==> src/rtl/dijkstra_ci_controller.sv <==
// Nios II multi-cycle custom-instruction front end for the Dijkstra core.
// Decodes CONFIG/QUERY/STATUS/LAST_RESULT and sequences core reset, run and timeout.
module dijkstra_ci_controller #(
    parameter int INDEX_WIDTH    = 10,
    parameter int MAX_NODES      = 1024,
    parameter int VALUE_WIDTH    = 32,
    parameter int MADDR_WIDTH    = 32,
    parameter int DIV_RATIO      = 4,
    parameter int TIMEOUT_CYCLES = 16777215
) (
    input  logic                   algorithm_clock,
    input  logic                   algorithm_reset,
    input  logic                   ci_clk_en,
    input  logic                   ci_start,
    input  logic [1:0]             ci_n,
    input  logic [31:0]            ci_dataa,
    input  logic [31:0]            ci_datab,
    output logic                   ci_done,
    output logic [31:0]            ci_result,
    output logic                   core_tick,
    output logic                   core_reset,
    output logic [MADDR_WIDTH-1:0] core_base_address,
    output logic [INDEX_WIDTH-1:0] core_source,
    output logic [INDEX_WIDTH-1:0] core_destination,
    output logic [INDEX_WIDTH-1:0] core_num_nodes,
    input  logic                   core_ready,
    input  logic [VALUE_WIDTH-1:0] core_distance
);

    localparam int DW = (DIV_RATIO > 1) ? $clog2(DIV_RATIO) : 1;
    localparam int TW = $clog2(TIMEOUT_CYCLES + 1);
    localparam logic [DW-1:0] DIV_LAST = DW'(DIV_RATIO - 1);
    localparam logic [TW-1:0] TMO_LAST = TW'(TIMEOUT_CYCLES - 1);

    typedef enum logic [2:0] {
        S_IDLE, S_RESP, S_CORE_RST, S_RUN, S_FINISH
    } state_t;

    state_t state, state_nxt;

    logic [DW-1:0]          tick_cnt, tick_cnt_nxt;
    logic [DW-1:0]          rst_cnt;
    logic [TW-1:0]          tmo_cnt;
    logic                   run_armed;
    logic                   configured;
    logic                   timeout_flag;
    logic [31:0]            last_result;
    logic [31:0]            resp_q;
    logic                   accept;
    logic                   query_ok;
    logic                   cfg_ok;
    logic                   num_in_range;
    logic                   rst_last;
    logic                   ready_hit;
    logic                   tmo_hit;
    logic [INDEX_WIDTH-1:0] num_in, src_in, dst_in;
    logic                   unused_bits;

    assign unused_bits = ^{ci_dataa, ci_datab};

    assign num_in = ci_datab[INDEX_WIDTH-1:0];
    assign src_in = ci_datab[INDEX_WIDTH-1:0];
    assign dst_in = ci_datab[2*INDEX_WIDTH-1:INDEX_WIDTH];

    // Skip the range compare when every encodable count is legal.
    if (MAX_NODES >= (1 << INDEX_WIDTH)) begin : g_cap_full
        assign num_in_range = 1'b1;
    end else begin : g_cap_part
        assign num_in_range = (num_in <= INDEX_WIDTH'(MAX_NODES));
    end

    assign cfg_ok    = (num_in != '0) && num_in_range;
    assign query_ok  = configured && (src_in < core_num_nodes)
                       && (dst_in < core_num_nodes);
    assign accept    = ci_start & ci_clk_en;
    assign rst_last  = (rst_cnt == DIV_LAST);
    assign ready_hit = core_tick & run_armed & core_ready;
    assign tmo_hit   = (tmo_cnt == TMO_LAST);

    assign tick_cnt_nxt = (tick_cnt == DIV_LAST) ? '0 : tick_cnt + DW'(1);

    // core_tick is registered so it stays low while reset is held.
    always_ff @(posedge algorithm_clock or posedge algorithm_reset) begin
        if (algorithm_reset) begin
            tick_cnt  <= '0;
            core_tick <= 1'b0;
        end else begin
            tick_cnt  <= tick_cnt_nxt;
            core_tick <= (tick_cnt_nxt == DIV_LAST);
        end
    end

    always_ff @(posedge algorithm_clock or posedge algorithm_reset) begin
        if (algorithm_reset) state <= S_IDLE;
        else                 state <= state_nxt;
    end

    always_comb begin
        state_nxt = state;
        case (state)
            S_IDLE: begin
                if (accept) begin
                    if (ci_n == 2'd1 && query_ok) state_nxt = S_CORE_RST;
                    else                         state_nxt = S_RESP;
                end
            end
            S_RESP:     state_nxt = S_IDLE;
            S_CORE_RST: if (rst_last) state_nxt = S_RUN;
            S_RUN:      if (ready_hit || tmo_hit) state_nxt = S_FINISH;
            S_FINISH:   state_nxt = S_IDLE;
            default:    state_nxt = S_IDLE;
        endcase
    end

    always_comb begin
        ci_done   = 1'b0;
        ci_result = '0;
        unique case (1'b1)
            (state == S_RESP): begin
                ci_done   = 1'b1;
                ci_result = resp_q;
            end
            (state == S_FINISH): begin
                ci_done   = 1'b1;
                ci_result = last_result;
            end
            default: ;
        endcase
    end

    always_ff @(posedge algorithm_clock or posedge algorithm_reset) begin
        if (algorithm_reset) begin
            core_reset        <= 1'b1;
            core_base_address <= '0;
            core_source       <= '0;
            core_destination  <= '0;
            core_num_nodes    <= '0;
            configured        <= 1'b0;
            timeout_flag      <= 1'b0;
            last_result       <= '0;
            resp_q            <= '0;
            rst_cnt           <= '0;
            tmo_cnt           <= '0;
            run_armed         <= 1'b0;
        end else begin
            case (state)
                S_IDLE: begin
                    if (accept) begin
                        case (ci_n)
                            2'd0: begin
                                core_base_address <= ci_dataa[MADDR_WIDTH-1:0];
                                core_num_nodes    <= num_in;
                                configured        <= cfg_ok;
                                resp_q            <= cfg_ok ? 32'h0 : 32'hFFFF_FFFF;
                            end
                            2'd1: begin
                                if (query_ok) begin
                                    core_source      <= src_in;
                                    core_destination <= dst_in;
                                    timeout_flag     <= 1'b0;
                                    core_reset       <= 1'b1;
                                    rst_cnt          <= '0;
                                end else begin
                                    resp_q <= 32'hFFFF_FFFF;
                                end
                            end
                            2'd2: resp_q <= {29'b0, core_ready, timeout_flag, configured};
                            default: resp_q <= last_result;
                        endcase
                    end
                end
                S_CORE_RST: begin
                    if (rst_last) begin
                        core_reset <= 1'b0;
                        tmo_cnt    <= '0;
                        run_armed  <= 1'b0;
                    end else begin
                        rst_cnt <= rst_cnt + DW'(1);
                    end
                end
                S_RUN: begin
                    tmo_cnt <= tmo_cnt + TW'(1);
                    // First tick after restart may still carry the old ready.
                    if (core_tick) run_armed <= 1'b1;
                    if (ready_hit) begin
                        last_result <= 32'(core_distance);
                    end else if (tmo_hit) begin
                        timeout_flag <= 1'b1;
                        last_result  <= 32'hFFFF_FFFF;
                        core_reset   <= 1'b1;
                    end
                end
                default: ;
            endcase
        end
    end

endmodule

==> config.mk <==
export PLATFORM = sky130hd
export DESIGN_NAME = dijkstra_ci_controller
export DESIGN_NICKNAME = d
export VERILOG_FILES = /design/src/rtl/dijkstra_ci_controller.sv
export SDC_FILE = /design/constraint.sdc
export NUM_CORES = 1
export LEC_CHECK = 0
export CORE_ASPECT_RATIO = 0.5
export CORE_MARGIN = 2
export CORE_UTILIZATION = 40
export CTS_BUF_LIST = sky130_fd_sc_hd__clkbuf_16
export DETAILED_ROUTE_END_ITERATION = 6
export MAX_ROUTING_LAYER = met4
export PLACE_DENSITY_LB_ADDON = 0.12
export SYNTH_ARGS = -nofsm -noshare
export SYNTH_HDL_FRONTEND = slang
export SYNTH_SLANG_ARGS = --single-unit
==> constraint.sdc <==
create_clock -name algorithm_clock -period 6.1 [get_ports algorithm_clock]
set_clock_uncertainty 0.2 [all_clocks]
set_input_delay 0.915 -clock algorithm_clock [delete_from_list [all_inputs] [get_ports algorithm_clock]]
set_output_delay 0.915 -clock algorithm_clock [all_outputs]
set_load 0.05 [all_outputs]
==> flow_metrics.env <==
export IMPL_status="finished clean"
export IMPL_final_max_slew_violation_count=0
export IMPL_cap_violations=0
export IMPL_syn_to_final_growth_pct=34.49
export IMPL_h_tree_depth=4
export IMPL_dieHeight_um=101.3
export IMPL_grt_pass1_wl_um=29700
export IMPL_wl_per_cell_um=16.91
export IMPL_layoutNonFillerInstCount=1078
export IMPL_clk_root_buffer_cell="clkbuf_16"
export IMPL_vias=5577
export IMPL_final_period_utilization_pct=64.40
export IMPL_drtIter0Drc=219
export IMPL_clkSinkCount=162
export IMPL_diodes=0
export IMPL_ant_nets=0
export IMPL_synthArstFlopShare_pct=100.0
export IMPL_rr_endpoint="resp_q[31]"
export IMPL_drcViolationCount=0
export IMPL_dieArea_mm2=0.02010
export IMPL_initial_utilization_pct=40.95
export IMPL_cts_tree="built"
export IMPL_yosysSeqAreaShare_pct=53.59
export IMPL_p_leak_nw=4.482
export IMPL_dr_pass1_iters=4
export IMPL_synth_top_area_share_pct=53.24
export IMPL_top_level_ports=200
export IMPL_antenna_found_initial=0
export IMPL_grt_max_degree=94
export IMPL_place_ws_ns=2.051
export IMPL_ff2ff_path_depth=9
export IMPL_power_total_mw=5.115
export IMPL_rows=35
export IMPL_hold_start="tick_cnt[0]"
export IMPL_synth_distinct_cells=54
export IMPL_syn_area_per_cell_um2=12.07
export IMPL_ff2ff_setup_slack_ns=3.09
export IMPL_layout_setup_ws_ns=2.171
export IMPL_worstMarginPinSlew_ns=1.056
export IMPL_path_clk_slew_ns=0.07
export IMPL_post_cts_resized=0
export IMPL_fin_setup_tns_ns=0
export IMPL_critPathLaunch="state[0]"
export IMPL_die_x_um=198.5
export IMPL_placed_cells=1046
export IMPL_hold_path_class="flop to flop"
export IMPL_post_cts_buffers=0
export IMPL_viasPerCell=5.173
export IMPL_track_usage_pct=19.63
export IMPL_worstSkewPairLatency_ns=0.43
export IMPL_drive_gt1_share_pct=18.93
export IMPL_fin_nets=932
export IMPL_grt_ovfl_total=0
export IMPL_io_buffers=187
export IMPL_start_kind="flop"
export IMPL_finalSetupViolations=0
export IMPL_grt_setup_unrepaired="no"
export IMPL_whs_ns=0.2523
export IMPL_register_area_mm2=0.004055
export IMPL_cts_hold_buf=0
export IMPL_yosysWarnings=0
export IMPL_grt_pass1_vias=5790
export IMPL_period_needed_ns=3.929
export IMPL_core_area_mm2=0.01848
export IMPL_synthesis_nets=753
export IMPL_critical_path_endpoint_type="output port"
export IMPL_fill_cells=1659
export IMPL_required_ns=4.98
export IMPL_synth_edff_count=0
export IMPL_rr_startpoint="core_num_nodes[7]"
export IMPL_synth_top_area_cell="dfrtp_1"
export IMPL_hold_depth=1
export IMPL_multiInputGateArea_mm2=0.003110
export IMPL_synth_main_ff_cell="dfrtp_1"
export IMPL_finalHoldViolCount=0
export IMPL_slew_headroom_pct=29.34
export IMPL_cts_buffers=17
export IMPL_cp_max_fo=30
export IMPL_clock_path_buffers=2
export IMPL_ys_ff_latch=162
export IMPL_synthesis_area_mm2=0.007567
export IMPL_p_per_area_mw_per_mm2=502.6
export IMPL_worstSetupPathType="flop to output port"
export IMPL_synth_area_leaders="dfrtp_1 53%, mux2_2 9.7%, a22o_1 3.8%"
export IMPL_routed_wl_um=18230
export IMPL_hold_end="tick_cnt[0]"
export IMPL_max_freq_mhz=254.5
export IMPL_synth_cells=627
export IMPL_place_congestion=0.7262
export IMPL_ir_drop_uv=289.9
export IMPL_arrival_ns=2.81
export IMPL_dpl_hpwl_um=12110
==> worst max path at each step <==
stage / endpoint / slack (ns)
after floorplan: configured / 0.61
after CTS: ci_result[20] / 2.16
after global placement: resp_q[31] / 2.04
after global routing: ci_result[23] / 2.04
after detailed placement: resp_q[31] / 2.05
final: ci_result[17] / 2.17
==> synthesized netlist by cell type (all sizes together), types with 3 or more instances <==
| cell | instances |
|---|---|
| a21o | 3 |
| buf | 23 |
| inv | 45 |
| and4 | 3 |
| a22o | 33 |
| nor2 | 16 |
| and3 | 4 |
| ha | 23 |
| dfrtp | 161 |
| o22a | 33 |
| o31ai | 9 |
| o21ai | 23 |
| nand2 | 27 |
| nand3 | 16 |
| nor3b | 3 |
| nor3 | 4 |
| a21oi | 72 |
| mux2 | 65 |
| nand2b | 4 |
| o211ai | 8 |
| clkbuf | 12 |
| nand4 | 13 |
==> logic make-up (layout without fill, tap and decap cells) <==
group,after synthesis,count (layout),synth area share [%]
buffers and inverters,80,272,5.440
multiplexers,67,67,9.937
AO/OA/AOI/OAI,191,191,18.87
flip-flops,162,162,53.59
XOR/XNOR,1,1,0.1158
AND/OR/NAND/NOR,103,103,8.251
adder cells (fa/ha/maj),23,23,3.803
==> layer usage <==
| layer | global-route usage [%] | wire (um) | vias to the layer above |
|---|---|---|---|
| li1 | - | - | 2645 |
| met1 | 25.09 | 8535 | 2813 |
| met2 | 31.44 | 8656 | 109 |
| met3 | 4.928 | 907 | 10 |
| met4 | 5.109 | 133 | 0 |
| met5 | - | 0 | - |
==> cells in the final DEF, fill, tap and decap left out, types with 5 or more instances in the layout <==
cell type / n
o22a_1: 33
o211ai_1: 8
nand2_1: 26
clkbuf_16: 17
a21oi_2: 30
nand4_1: 10
ha_1: 23
clkinvlp_4: 5
nand3_1: 16
o31ai_1: 9
a21oi_1: 42
mux2_2: 65
inv_1: 44
inv_6: 5
buf_4: 8
nor2_1: 13
o21ai_0: 20
a22o_1: 33
clkdlybuf4s50_1: 187
dfrtp_1: 161
==> sequential cells by signal, indices dropped and copies added, names as in the netlist, 2 cells and up <==
signal,flops
rst_cnt,2
tmo_cnt,24
last_result,32
state,3
core_source,10
tick_cnt,2
resp_q,32
core_base_address,32
core_num_nodes,10
core_destination,10
==> where the power goes <==
part           switching [mW]  total (mW)  internal, mW
logic                    1.48        2.37         0.896
registers               0.230        1.66          1.43
clock network           0.473        1.08         0.607
==> layout make-up <==
type	instances	area share, %
clock inverter	15	1.537
tap	259	3.184
inverter	45	1.709
timing repair buffer	195	18.98
clock buffer	17	4.180
multi-input combinational	385	30.56
sequential	162	39.84
==> metrics by stage <==
stage | area (um^2) | util [%]
finish | 10180 | 55.07
detailed placement | 9595 | 51.92
global route | 10180 | 55.07
CTS | 10180 | 55.07
floorplan | 7567 | -
global placement | 9595 | 51.92
==> worst max-delay path: stages (launching register included) <==
cell and delay, ns:
dfrtp_1 0.56, nor3b_2 0.37, buf_4 0.41, a22o_1 0.23, clkdlybuf4s50_1 0.81
Note: power is estimated with default switching activity, not from simulation.
